$ cat config.mk
export PLATFORM = sky130hd
export DESIGN_NAME = hex_overlay_ctrl
export DESIGN_NICKNAME = d
export VERILOG_FILES = /design/src/rtl/hex_overlay_ctrl.sv
export SDC_FILE = /design/constraint.sdc
export NUM_CORES = 1
export LEC_CHECK = 0
export CELL_PAD_IN_SITES_DETAIL_PLACEMENT = 1
export CELL_PAD_IN_SITES_GLOBAL_PLACEMENT = 1
export CORE_MARGIN = 2
export CORE_UTILIZATION = 47
export DETAILED_ROUTE_END_ITERATION = 8
export GPL_ROUTABILITY_DRIVEN = 0
export PLACE_DENSITY = 0.88
export SETUP_SLACK_MARGIN = 0.4
export SKIP_CTS_REPAIR_TIMING = 1
export SYNTH_ARGS = -nofsm -noshare
export SYNTH_HDL_FRONTEND = slang
export SYNTH_SLANG_ARGS = --single-unit
export TNS_END_PERCENT = 1
$ cat constraint.sdc
create_clock -name Clk -period 4.7 [get_ports Clk]
set_input_delay 0.94 -clock Clk [delete_from_list [all_inputs] [get_ports Clk]]
set_output_delay 0.94 -clock Clk [all_outputs]
set_load 0.1 [all_outputs]
$ cat src/rtl/hex_overlay_ctrl.sv
// Hex overlay sequencer: buffers one CPU value and copies it nibble by nibble
// into c1..c8 after a synchronized frame edge, so the display never tears.
module hex_overlay_ctrl #(
    parameter int unsigned SYNC_STAGES = 2,
    parameter logic [31:0] RESET_VALUE = 32'h0000_0000
) (
    input  logic        Clk,
    input  logic        Reset_n,
    input  logic        frame_clk,
    input  logic        wr_en,
    input  logic [31:0] wr_data,
    output logic        wr_ready,
    input  logic        freeze,
    output logic [3:0]  c1,
    output logic [3:0]  c2,
    output logic [3:0]  c3,
    output logic [3:0]  c4,
    output logic [3:0]  c5,
    output logic [3:0]  c6,
    output logic [3:0]  c7,
    output logic [3:0]  c8,
    output logic        busy,
    output logic        update_done,
    output logic [7:0]  drop_cnt
);

    typedef enum logic [0:0] {
        IDLE = 1'b0,
        LOAD = 1'b1
    } state_t;

    state_t                 state_r;
    logic [SYNC_STAGES-1:0] sync_r;
    logic                   prev_r;
    logic                   frame_edge_s;
    logic [31:0]            pend_data_r;
    logic                   pending_r;
    logic [31:0]            shadow_r;
    logic [31:0]            disp_r;
    logic [2:0]             idx_r;
    logic                   accept_s;
    logic [4:0]             lsb_s;

    // Frame strobe synchronizer plus one delay flop for rising-edge detection.
    always_ff @(posedge Clk or negedge Reset_n) begin
        if (!Reset_n) begin
            sync_r <= '0;
            prev_r <= 1'b0;
        end else begin
            sync_r <= {sync_r[SYNC_STAGES-2:0], frame_clk};
            prev_r <= sync_r[SYNC_STAGES-1];
        end
    end

    // Edge strobe, write handshake and the LSB of the nibble being copied (MSB first).
    always_comb begin
        frame_edge_s = sync_r[SYNC_STAGES-1] & ~prev_r;
        accept_s     = wr_en & ~pending_r;
        lsb_s        = 5'd28 - {idx_r, 2'b00};
    end

    assign wr_ready = ~pending_r;

    // Pending buffer, commit FSM, nibble copy and drop accounting.
    always_ff @(posedge Clk or negedge Reset_n) begin
        if (!Reset_n) begin
            state_r     <= IDLE;
            pend_data_r <= 32'h0000_0000;
            pending_r   <= 1'b0;
            shadow_r    <= 32'h0000_0000;
            disp_r      <= RESET_VALUE;
            idx_r       <= 3'd0;
            busy        <= 1'b0;
            update_done <= 1'b0;
            drop_cnt    <= 8'd0;
        end else begin
            update_done <= 1'b0;
            if (accept_s) begin
                pend_data_r <= wr_data;
                pending_r   <= 1'b1;
            end else begin
                pend_data_r <= pend_data_r;
            end
            case (state_r)
                IDLE: begin
                    if (frame_edge_s && pending_r && !freeze) begin
                        shadow_r  <= pend_data_r;
                        pending_r <= 1'b0;
                        idx_r     <= 3'd0;
                        busy      <= 1'b1;
                        state_r   <= LOAD;
                    end else begin
                        state_r <= IDLE;
                    end
                end
                LOAD: begin
                    disp_r[lsb_s +: 4] <= shadow_r[lsb_s +: 4];
                    idx_r              <= idx_r + 3'd1;
                    // A frame went by while a newer value was still waiting.
                    if (frame_edge_s && pending_r && (drop_cnt != 8'hFF)) begin
                        drop_cnt <= drop_cnt + 8'd1;
                    end else begin
                        drop_cnt <= drop_cnt;
                    end
                    if (idx_r == 3'd7) begin
                        update_done <= 1'b1;
                        busy        <= 1'b0;
                        state_r     <= IDLE;
                    end else begin
                        state_r <= LOAD;
                    end
                end
                default: begin
                    busy    <= 1'b0;
                    state_r <= IDLE;
                end
            endcase
        end
    end

    assign c1 = disp_r[31:28];
    assign c2 = disp_r[27:24];
    assign c3 = disp_r[23:20];
    assign c4 = disp_r[19:16];
    assign c5 = disp_r[15:12];
    assign c6 = disp_r[11:8];
    assign c7 = disp_r[7:4];
    assign c8 = disp_r[3:0];

endmodule
=== Word level (Yosys, flattened, before mapping) ===
Cells that the tools add are included.

* Memory bits (read-only): 0
* Output and inout bits: 43
* Bits in writable memories: 0
* Latch bits: 0
* Word-level logic and storage cells: 48
* Bits of input ports: 37
* Flip-flop bits (word level): 114
* Memories: 0

* Reductions and logical operators: 7
* $mul: 0
* Div/mod/pow operators: 0
* Shifts and indexed selects: 3
* Eq/ne operators: 4
* Mux-type cells: 14
* Bitwise gates (word level): 5
* Order comparisons: 0
* $add $sub $neg: 4

{| class="wikitable"
|+ Operator list
! operator !! count
|-
| 32-bit bitwise mux || 1
|-
| 4-bit by 7-bit variable shift with 32-bit output (first input constant) || 1
|-
| 32-bit by 6-bit variable part select with 4-bit output || 1
|-
| 4-bit by 7-bit variable part select with 32-bit output || 1
|-
| 1-bit 2-to-1 mux || 9
|-
| 8-bit by 1-bit adder with 8-bit output (second input constant) || 1
|-
| 8-bit != test (second input constant) || 1
|-
| 5-bit negator with 7-bit output || 1
|-
| 3-bit case mux with 2 select lines || 1
|-
| 2-bit AND reduction || 3
|-
| 5-bit subtractor (first input constant) || 1
|-
| 1-bit case mux with 2 select lines || 2
|-
| 3-bit by 1-bit adder with 3-bit output (second input constant) || 1
|-
| 3-bit equality test (second input constant) || 1
|-
| 1-bit logical AND || 3
|-
| 3-bit 2-to-1 mux || 1
|-
| 1-bit inverter || 3
|-
| 1-bit AND || 2
|-
| 2-bit by 1-bit != test with 1-bit output (second input constant) || 1
|-
| 2-bit != test (second input constant) || 1
|-
| 1-bit logical NOT || 1
|}

=== Depth between registers and ports, before layout ===
* Depth in word-level cells: 6
* Mapped depth: 8
* Depth with buffers taken out: 6

=== Least setup slack after synthesis ===
No wires, ideal clock.

* Path kind: flip-flop to flip-flop
* From: register idx_r[0]
* To: register disp_r[16]
* Period minus slack after synthesis: 2.326 ns
* Arrival: 2.251 ns
* Buffers on the path: 2
* Path slack: 2.374 ns
* Library setup time: 0.074 ns
* Data required time: 4.626 ns
* Cell stages (with the launch flop): 9
* Cells stage by stage: dfrtp_1 > buf_6 > buf_8 > inv_1 > ha_1 > nand2b_2 > or4b_4 > or3_4 > o21ai_2

* Cells in the longest elaborated chain, start to end: 4
* Elaborated cells between the ends (all ways): 6
* Those cells by class: add/sub (2); shift (3); mux (1)

{| class="wikitable"
|+ Ends and longest elaborated chain
! element !! RTL line !! RTL
|-
| start, declared || 40 || <nowiki>logic [2:0] idx_r;</nowiki>
|-
| start signal, assigned || 98 || <nowiki>idx_r <= idx_r + 3'd1;</nowiki>
|-
| 5-bit subtractor (*) || 59 || <nowiki>lsb_s = 5'd28 - {idx_r, 2'b00};</nowiki>
|-
| 32-bit by 6-bit variable part select with 4-bit output or 5-bit negator with 7-bit output (tied branches) || 97 || <nowiki>disp_r[lsb_s +: 4] <= shadow_r[lsb_s +: 4];</nowiki>
|-
| 4-bit by 7-bit variable part select with 32-bit output or 4-bit by 7-bit variable shift with 32-bit output (tied branches) || 97 ||
|-
| 32-bit bitwise mux (*) || 97 ||
|-
| end signal, assigned by index || 97 ||
|-
| end, declared || 39 || <nowiki>logic [31:0] disp_r;</nowiki>
|}

Every way passes the cells marked *; elsewhere a longest branch is shown, timed or not.
A chain may end at the register's enable or synchronous reset.

=== Worst setup path in the final report ===
* From: register pending_r
* To: output wr_ready

* Cells in the longest elaborated chain, start to end: 1

{| class="wikitable"
|+ Ends and longest elaborated chain
! element !! RTL line !! RTL
|-
| start, declared || 37 || <nowiki>logic pending_r;</nowiki>
|-
| start signal, assigned || 69 || <nowiki>pending_r <= 1'b0;</nowiki>
|-
| start signal, assigned || 80 || <nowiki>pending_r <= 1'b1;</nowiki>
|-
| start signal, assigned || 88 || <nowiki>pending_r <= 1'b0;</nowiki>
|-
| 1-bit inverter || 62 || <nowiki>assign wr_ready = ~pending_r;</nowiki>
|-
| end, declared || 12 || <nowiki>output logic wr_ready,</nowiki>
|}

Every way passes these cells.

==> metrics.md <==
| Metric | Value |
|---|---|
| Status | finished, final reports clean |
| CTS Buf Count | 17 |
| Die area | 0.01104 mm2 |
| Slew Limit Fails | 0 |
| Post-synth EDFFs | 0 |
| First-pass GRT wire length | 19930 um |
| Area Growth Syn to Fin | 31.74% |
| Routed WL | 11980 um |
| Async S/R FF share, synth | 100.0% |
| Min Hold Slack | 352.0 ps |
| Maximum clock frequency | 321.8 MHz |
| Final net count | 477 |
| Top_reg_cell synth | dfrtp_1 |
| Die Ht | 105.1 um |
| Tcrit/Tclk final | 66.12% |
| Worst R2R Path Depth | 6 |
| Worst Hold Class | reg -> reg |
| Mean Syn Cell Area | 13.92 um2 |
| Max-slew headroom | 31.34% |
| Placed Area | 0.005697 mm2 |
| Filler cell count | 906 |
| Commonest non-fill, non-tap cell in the layout | dfrtp_1 |
| Core Util, Final | 64.13% |
| Critical Path RT | 3760 ps |
| Core outline area | 0.009864 mm2 |
| TNS Setup | 0 ps |
| Leading post-synthesis cells by cell area | dfrtp_1 (59%), mux2_2 (15%), nand2_1 (3.0%) |
| DRC | 0 |
| Vias in the first global route | 3629 |
| Largest net degree at the start of global routing | 83 |
| Core Rows | 36 |
| Max Buffers Root-to-Sink | 2 |
| Worst Path Arrival | 2170 ps |
| Port bufs | 79 |
| #FFs+latches synth | 114 |
| Share of the synthesized area in the top cell type | 59.41% |
| RSZ-0062 raised after global routing | false |
| CTS sink cnt | 114 |
| Crit Path Max Fanout | 5 |
| Mapped cell area | 0.004802 mm2 |
| First-pass DRT Iterations | 4 |
| Proportion of layout cells with a drive suffix above 1 | 27.58% |
| Synthesis Warnings | 0 |
| Initial antenna violation count | 0 |
| Vias | 3194 |
| Total grt overflow | 0 |
| Final instance area | 0.006326 mm2 |
| Global Route Usage Sum | 23.81% |
| CP Capture Type | output port |
| CTS tree | yes |
| Max_cap viols | 0 |
| Commonest non-fill, non-tap cells in the layout | dfrtp_1 (114), clkdlybuf4s50_1 (78), mux2_2 (62), nand2_1 (39) |
| Die W | 105.1 um |
| WS Path Type | reg -> out |
| Starting Density | 48.68% |
| Worst Skew | 12.21 ps |
| Crit path to | wr_ready |
| Worst R2R End | disp_r[19] |
| Remaining antenna violation count | 0 |
| DR iter-0 viols | 167 |
| Syn Nets | 389 |
| Netlist cell types | 43 |
| Avg Vias per Cell | 5.516 |
| Post-DP HPWL | 7238 um |
| # setup viols final | 0 |
| Clk slew on worst S/H paths | 60 ps |
| Routed len/inst | 20.69 um |
| Worst slew pin tran | 1027 ps |
| Clk root buf | clkbuf_8 |
| Sequential area share after synthesis | 59.41% |
| Later-pin clock latency in the skew report | 510 ps |
| Startpoint types | flip-flop |
| Final Hold Fails | 0 |
| Number of H-tree levels | 4 |
| Origin of the worst setup path | pending_r |
| Fin crit period | 3108 ps |
| Worst R2R Start | idx_r[0] |
| Flop-to-flop setup slack | 1680 ps |
| ANT cells | 0 |
| Syn Inst Count | 345 |
| Yosys top cell by area | dfrtp_1 |
| Io pins | 80 |
## worst max-delay path: stages, from the launching register on
cell and delay, ps:
dfrtp_1 440, inv_1 90, clkdlybuf4s50_1 1130
## routing by layer
metal  GRT usage [%]  wire, um  vias to the layer above
met1           27.75      4734                     1650
met5               0         0                        -
met2           41.65      6421                      101
li1                -         -                     1419
met3           5.614       483                       24
met4           10.67       342                        0
## cell usage after synthesis, types with 2 or more instances
cell / number
nand2_1: 39
a21oi_4: 4
o21ai_2: 4
and2_2: 2
nand4_1: 4
mux4_1: 5
mux2_2: 62
o31ai_1: 9
nand3b_1: 2
buf_1: 3
nand3_2: 2
or2_2: 3
o21ai_1: 5
buf_2: 5
inv_1: 6
o21ai_0: 16
and2_1: 2
mux4_2: 3
buf_6: 2
xor2_1: 6
or4b_4: 3
dfrtp_1: 114
nor3_1: 3
mux2_1: 3
nor2_1: 9
ha_1: 7
nand3_1: 6
## registers in the layout (all words and copies together), names as in the netlist
name,count
disp_r,32
pend_data_r,32
shadow_r,32
drop_cnt,8
idx_r,3
sync_r,2
busy,1
pending_r,1
prev_r,1
state_r,1
update_done,1
## logic make-up after synthesis
kind of cell | Yosys count | synth area share (%)
DFF | 114 | 59.41
AOI/OAI and AO/OA | 41 | 6.514
xor gates and xnor gates | 7 | 1.277
adders and majority gates | 7 | 1.824
buffers and inverters | 19 | 2.240
muxes | 74 | 19.59
and+or+nand+nor | 83 | 9.145
## stage by stage
step                instances  worst slack, ps
floorplan                 345             2374
global placement          547             1889
detailed placement        547             1776
CTS                       579             1570
global route              579             1517
finish                    579             1593
## worst min path at each step
stage          startpoint        end  depth (start not counted)
5_1_grt         sync_r[0]  sync_r[1]                          0
6_report        sync_r[0]  sync_r[1]                          0
3_3_place_gp    sync_r[0]  sync_r[1]                          0
4_1_cts         sync_r[0]  sync_r[1]                          0
2_1_floorplan   sync_r[0]  sync_r[1]                          0
3_5_place_dp    sync_r[0]  sync_r[1]                          0
## area by class of cell
type                       count  area, um2  share of cell area [%]
inverter                       6      22.52                  0.3560
clock buffer                  24      480.5                   7.595
multi-input combinational    212       1844                   29.15
tap                          133      166.4                   2.631
sequential                   114       2853                   45.09
timing repair buffer          82      810.8                   12.82
clock inverter                 8      148.9                   2.354
Power is left out: the tool's default activity adds up to more than one toggle a clock period on the data nets, which glitch-free logic cannot reach.
==> variant 1: new RTL, config.mk and constraints unchanged <==
Register the output `drop_cnt` once more, with the module's reset; this adds one clock of latency there. The other outputs are not delayed to match.
--- a/src/rtl/hex_overlay_ctrl.sv
+++ b/src/rtl/hex_overlay_ctrl.sv
@@ -29,4 +29,6 @@
         LOAD = 1'b1
     } state_t;
+
+    logic [7:0] drop_cnt_s0;
 
     state_t                 state_r;
@@ -73,5 +75,5 @@
             busy        <= 1'b0;
             update_done <= 1'b0;
-            drop_cnt    <= 8'd0;
+            drop_cnt_s0 <= 8'd0;
         end else begin
             update_done <= 1'b0;
@@ -98,8 +100,8 @@
                     idx_r              <= idx_r + 3'd1;
                     // A frame went by while a newer value was still waiting.
-                    if (frame_edge_s && pending_r && (drop_cnt != 8'hFF)) begin
-                        drop_cnt <= drop_cnt + 8'd1;
+                    if (frame_edge_s && pending_r && (drop_cnt_s0 != 8'hFF)) begin
+                        drop_cnt_s0 <= drop_cnt_s0 + 8'd1;
                     end else begin
-                        drop_cnt <= drop_cnt;
+                        drop_cnt_s0 <= drop_cnt_s0;
                     end
                     if (idx_r == 3'd7) begin
@@ -128,3 +130,11 @@
     assign c8 = disp_r[3:0];
 
+    always_ff @(posedge Clk or negedge Reset_n) begin
+        if (!Reset_n) begin
+            drop_cnt <= '0;
+        end else begin
+            drop_cnt <= drop_cnt_s0;
+        end
+    end
+
 endmodule
Check against the original RTL: not equivalent (a bounded check fails within 10 cycles, from zero or initial values and one cycle with Reset_n low).
==> variant 1 against the unedited design <==
  * Sequential cell count is 8 higher
  * Final area rose by 3.0%
  * Sequential share of layout area is 1.8 points higher
  * Setup slack improved by 0.020 ns
  * Routed wire length is 1.2% higher
  * Hold slack improved by 0.0032 ns
  * Clock skew down 0.0048 ns
  * Register-to-register slack got worse by 0.04 ns
  * Area after synthesis up 4.2%
  * Critical endpoint unchanged
  * Highest routed layer unchanged
Power is not shown: default switching activity piles up to over one toggle a cycle in this logic, so the estimate is an artifact.
==> variant 1: results (changes against the unedited design) <==
| Metric | Value |
|---|---|
| Outcome | finished clean (unchanged) |
| Slack of the worst reg-to-reg path | 1.64 ns (was 1.68 ns) |
| Total Routed Length | 12100 um (was 12000 um) |
| Synth area leaders | dfrtp_1, mux2_2, nand2_1 (unchanged) |
| Drt pass-1 iters | 4 (unchanged) |
| Syn_nets | 397 (was 389) |
| Post-synth ARST share | 100% (unchanged) |
| Reg2reg path depth | 6 (unchanged) |
| Post-synthesis sequential area ratio | 61.0% (was 59.4%) |
| Synth Warn # | 0 (unchanged) |
| WHS Path Cells | 0 (unchanged) |
| Critical R2R Capture | disp_r[17] (was disp_r[19]) |
| Clock transition at path regs | 0.06 ns (about the same) |
| Net count, final | 486 (was 477) |
| HPWL after DPL | 7540 um (was 7240 um) |
| First-pass GRT wire length | 20000 um (was 19900 um) |
| R2R Path Start | idx_r[0] (unchanged) |
| GRT Util Overall | 23.5% (was 23.8%) |
| H-tree levels | 4 (unchanged) |
| TritonCTS Buffers | 17 (unchanged) |
| Number of I/O port buffers | 79 (unchanged) |
| Pin count of the biggest net entering global routing | 53 (was 83) |
| Number of global-route vias before repair | 3594 (was 3629) |
| Fraction of layout cells with a size suffix above 1 | 27.7% (was 27.6%) |
| Initial antenna violation count | 0 (unchanged) |
| CP Capture Point | wr_ready (unchanged) |
| Worst-Skew Late Latency | 0.51 ns (about the same) |
| Critical Path Source | pending_r (unchanged) |
| Worst min-delay path category | flip-flop to flip-flop (unchanged) |
| Worst Tran Pin Value | 1.00 ns (was 1.03 ns) |
| CTS Buffer Depth | 2 (unchanged) |
| Arr. time, crit path | 2.15 ns (was 2.17 ns) |
| # diodes | 0 (unchanged) |
| Synth cell types | 44 (was 43) |
| CTS root buffer | clkbuf_8 (unchanged) |
| Initial DRC Count | 80 (was 167) |
| Post-synth top cells | dfrtp_1, mux2_2, nand2_1, o21ai_0 (unchanged) |
| Skew final | 0.00745 ns (was 0.0122 ns) |
| Crit Path Max Fanout | 5 (unchanged) |
| Regs by FF count | disp_r x32, pend_data_r x32, shadow_r x32 (unchanged) |
| DR vias/cell | 5.42 (was 5.52) |
==> variant 1: cell count changes in the layout (fill, tap and decap cells not counted), moves of 2 or more <==
cell and delta:
clkbuf_1 -2, clkinv_2 +2, clkinvlp_4 +2, dfrtp_1 +8
==> variant 1: area by class of cell <==
cell class / count / area [sq um]
fillers: 983 / 3810
flip-flops and latches: 122 / 3050
multi-input cells: 212 / 1850
repair buffers: 83 / 818
clock buffers: 21 / 459
well taps: 136 / 170
clock inverters: 11 / 144
inverters: 6 / 22.5
==> variant 1: kinds of logic (layout without fill, tap and decap cells) <==
group / count (synthesis) / in the layout / synth area share, %
simple gates: 83 / 83 / 8.77
compound gates: 41 / 41 / 6.25
mux: 74 / 74 / 18.8
fa+ha+maj: 7 / 7 / 1.75
xor+xnor: 7 / 7 / 1.23
flops: 122 / 122 / 61.0
buf+inv: 19 / 121 / 2.15
==> variant 1: worst min path at each step <==
stage | startpoint | to | slack (ns)
final | sync_r[0] | sync_r[1] | 0.36
after floorplan | sync_r[0] | sync_r[1] | 0.33
after global placement | sync_r[0] | sync_r[1] | 0.34
after CTS | sync_r[0] | sync_r[1] | 0.36
after detailed placement | sync_r[0] | sync_r[1] | 0.34
after global routing | sync_r[0] | sync_r[1] | 0.38
==> variant 1: critical path, cell delays in order, from the launching register on <==
cell,delay (ns)
dfrtp_1,0.43
inv_1,0.07
clkdlybuf4s50_1,1.13
==> variant 1: stage by stage <==
step	worst slack [ns]	hold slack (ns)	instance area [sq um]	instances	util [%]
floorplan	2.37	0.331	5000	353	-
global route	1.49	0.376	6510	591	63.1
CTS	1.58	0.361	6510	591	63.1
finish	1.61	0.355	6510	591	63.1
detailed placement	1.73	0.339	5910	559	57.3
global placement	1.88	0.345	5910	559	57.3
==> variant 1: metal layers <==
| layer | wire [um] | GRT usage (%) |
|---|---|---|
| met1 | 5020 | 28.2 |
| met2 | 6390 | 40.5 |
| met3 | 420 | 5.23 |
| met4 | 290 | 10.7 |
| met5 | 0 | 0 |
==> variant 2: new RTL, config.mk and constraints unchanged <==
Made on the original files. `SYNC_STAGES`: 2 -> 4.
--- a/src/rtl/hex_overlay_ctrl.sv
+++ b/src/rtl/hex_overlay_ctrl.sv
@@ -2,5 +2,5 @@
 // into c1..c8 after a synchronized frame edge, so the display never tears.
 module hex_overlay_ctrl #(
-    parameter int unsigned SYNC_STAGES = 2,
+    parameter int unsigned SYNC_STAGES = 4,
     parameter logic [31:0] RESET_VALUE = 32'h0000_0000
 ) (
Formal check against the unedited RTL: not equivalent (Yosys sat finds a counterexample within 4 cycles, from zero or initial values and one cycle with Reset_n low).
==> variant 2 against the unedited design <==
  * Final area grew 0.49%
  * Sequential cell count grew 2
  * Synthesized cell count up 0.58%
  * Global-route usage fell by 1.2 points
  * Routed wire length decreased by 3.5%
  * Largest cell class unchanged
  * Setup slack gained 0.016 ns
  * Area after synthesis increased by 1.0%
  * Highest routed layer unchanged
  * Count of clock-buffer cells in the layout is 5 lower
  * Die area is 1.0% higher
  * Cell count is 1.0% higher
Power is not shown: default switching activity piles up to over one toggle a cycle in this logic, so the estimate is an artifact.
==> variant 2: results (changes against the unedited design) <==
| Metric | Value |
|---|---|
| Outcome | finished clean (unchanged) |
| Most common flop cell mapped by yosys | dfrtp_1 (unchanged) |
| Placed cell area | 5760 sq um (was 5700 sq um) |
| Initial DRC Count | 101 (was 167) |
| H-tree levels | 4 (unchanged) |
| Crit Path Max Fanout | 6 (was 5) |
| Drt pass-1 iters | 4 (unchanged) |
| TritonCTS Buffers | 17 (unchanged) |
| Total Routed Length | 11600 um (was 12000 um) |
| Synth Warn # | 0 (unchanged) |
| DP Worst Slack | 1.75 ns (was 1.78 ns) |
| Pin count of the biggest net entering global routing | 45 (was 83) |
| Fin worst setup slack | 1.61 ns (was 1.59 ns) |
| Non-clk buf share | 12.9% (was 12.8%) |
| Post-synthesis sequential area ratio | 59.8% (was 59.4%) |
| Arr. time, crit path | 2.15 ns (was 2.17 ns) |
| Fill cells | 995 (was 906) |
| Clock transition at path regs | 0.06 ns (about the same) |
| Worst Tran Pin Value | 0.991 ns (was 1.03 ns) |
| Yosys top cell area share | 59.8% (was 59.4%) |
| Post-synth ARST share | 100% (unchanged) |
| Synth Area in XOR/XNOR | 1.26% (was 1.28%) |
| Inst Count DP | 553 (was 547) |
| Nonclk buf count | 83 (was 82) |
| Fraction of layout cells with a size suffix above 1 | 28.3% (was 27.6%) |
| Std cell rows | 37 (was 36) |
| Slack of the worst reg-to-reg path | 1.70 ns (was 1.68 ns) |
| Worst min-delay path category | flip-flop to flip-flop (unchanged) |
| CTS root buffer | clkbuf_8 (unchanged) |
| Multi-input logic area | 1840 sq um (unchanged) |
| Vias | 3183 (was 3194) |
| Syn Area/Cell | 14.0 sq um (was 13.9 sq um) |
| Final cell count without fillers | 585 (was 579) |
| Slowest stage delay, CP | 1.18 ns (was 1.13 ns) |
| Storage element area | 2900 sq um (was 2850 sq um) |
| Clock buffers | 19 (was 24) |
| Net count, final | 480 (was 477) |
| CTS Sinks | 116 (was 114) |
| Post-synthesis adder-cell area fraction | 1.81% (was 1.82%) |
| Initial Util | 47.6% (was 48.7%) |
| Post-synthesis mux area share | 19.4% (was 19.6%) |
| Fraction of area in multi-input gates | 29.0% (was 29.2%) |
| First-pass GRT wire length | 19200 um (was 19900 um) |
| Clk cell area share | 9.43% (was 9.95%) |
| Worst path slowest cell | clkdlybuf4s50_1 (unchanged) |
| Number of global-route vias before repair | 3594 (was 3629) |
| Compound-Gate Fraction of Synth Area | 6.45% (was 6.51%) |
| HPWL after DPL | 7370 um (was 7240 um) |
| Synth area leaders | dfrtp_1, mux2_2, nand2_1 (unchanged) |
| Skew final | 0.00459 ns (was 0.0122 ns) |
| Post-synth top cells | dfrtp_1, mux2_2, nand2_1, o21ai_0 (unchanged) |
| GRT Util Overall | 22.6% (was 23.8%) |
| Syn_nets | 391 (was 389) |
| Worst Hold Slack | 0.351 ns (was 0.352 ns) |
## variant 2: cell types whose count changed after synthesis, sizes merged
cell	before	now
dfrtp	114	116
## variant 2: metal layers
layer,global-route usage [%],vias to the layer above,routed length (um)
met3,5.07,22,482
met4,8.18,0,231
met1,26.9,1654,4640
met5,0,-,0
met2,40.2,90,6210
li1,-,1417,-
## variant 2: worst paths after layout
kind,start,to,cells past startpoint
max in group asynchronous,Reset_n,shadow_r[6],2
setup reg to reg,idx_r[0],disp_r[17],6
hold / removal,sync_r[2],sync_r[3],0
hold reg to reg,sync_r[2],sync_r[3],0
setup / recovery,drop_cnt[2],drop_cnt[2],1
min in group asynchronous,Reset_n,drop_cnt[3],1
## variant 2: logic make-up after synthesis
kind of cell,count (synthesis)
muxes,74
adders and majority gates,7
AOI/OAI and AO/OA,41
xor gates and xnor gates,7
DFF,116
buffers and inverters,19
and+or+nand+nor,83
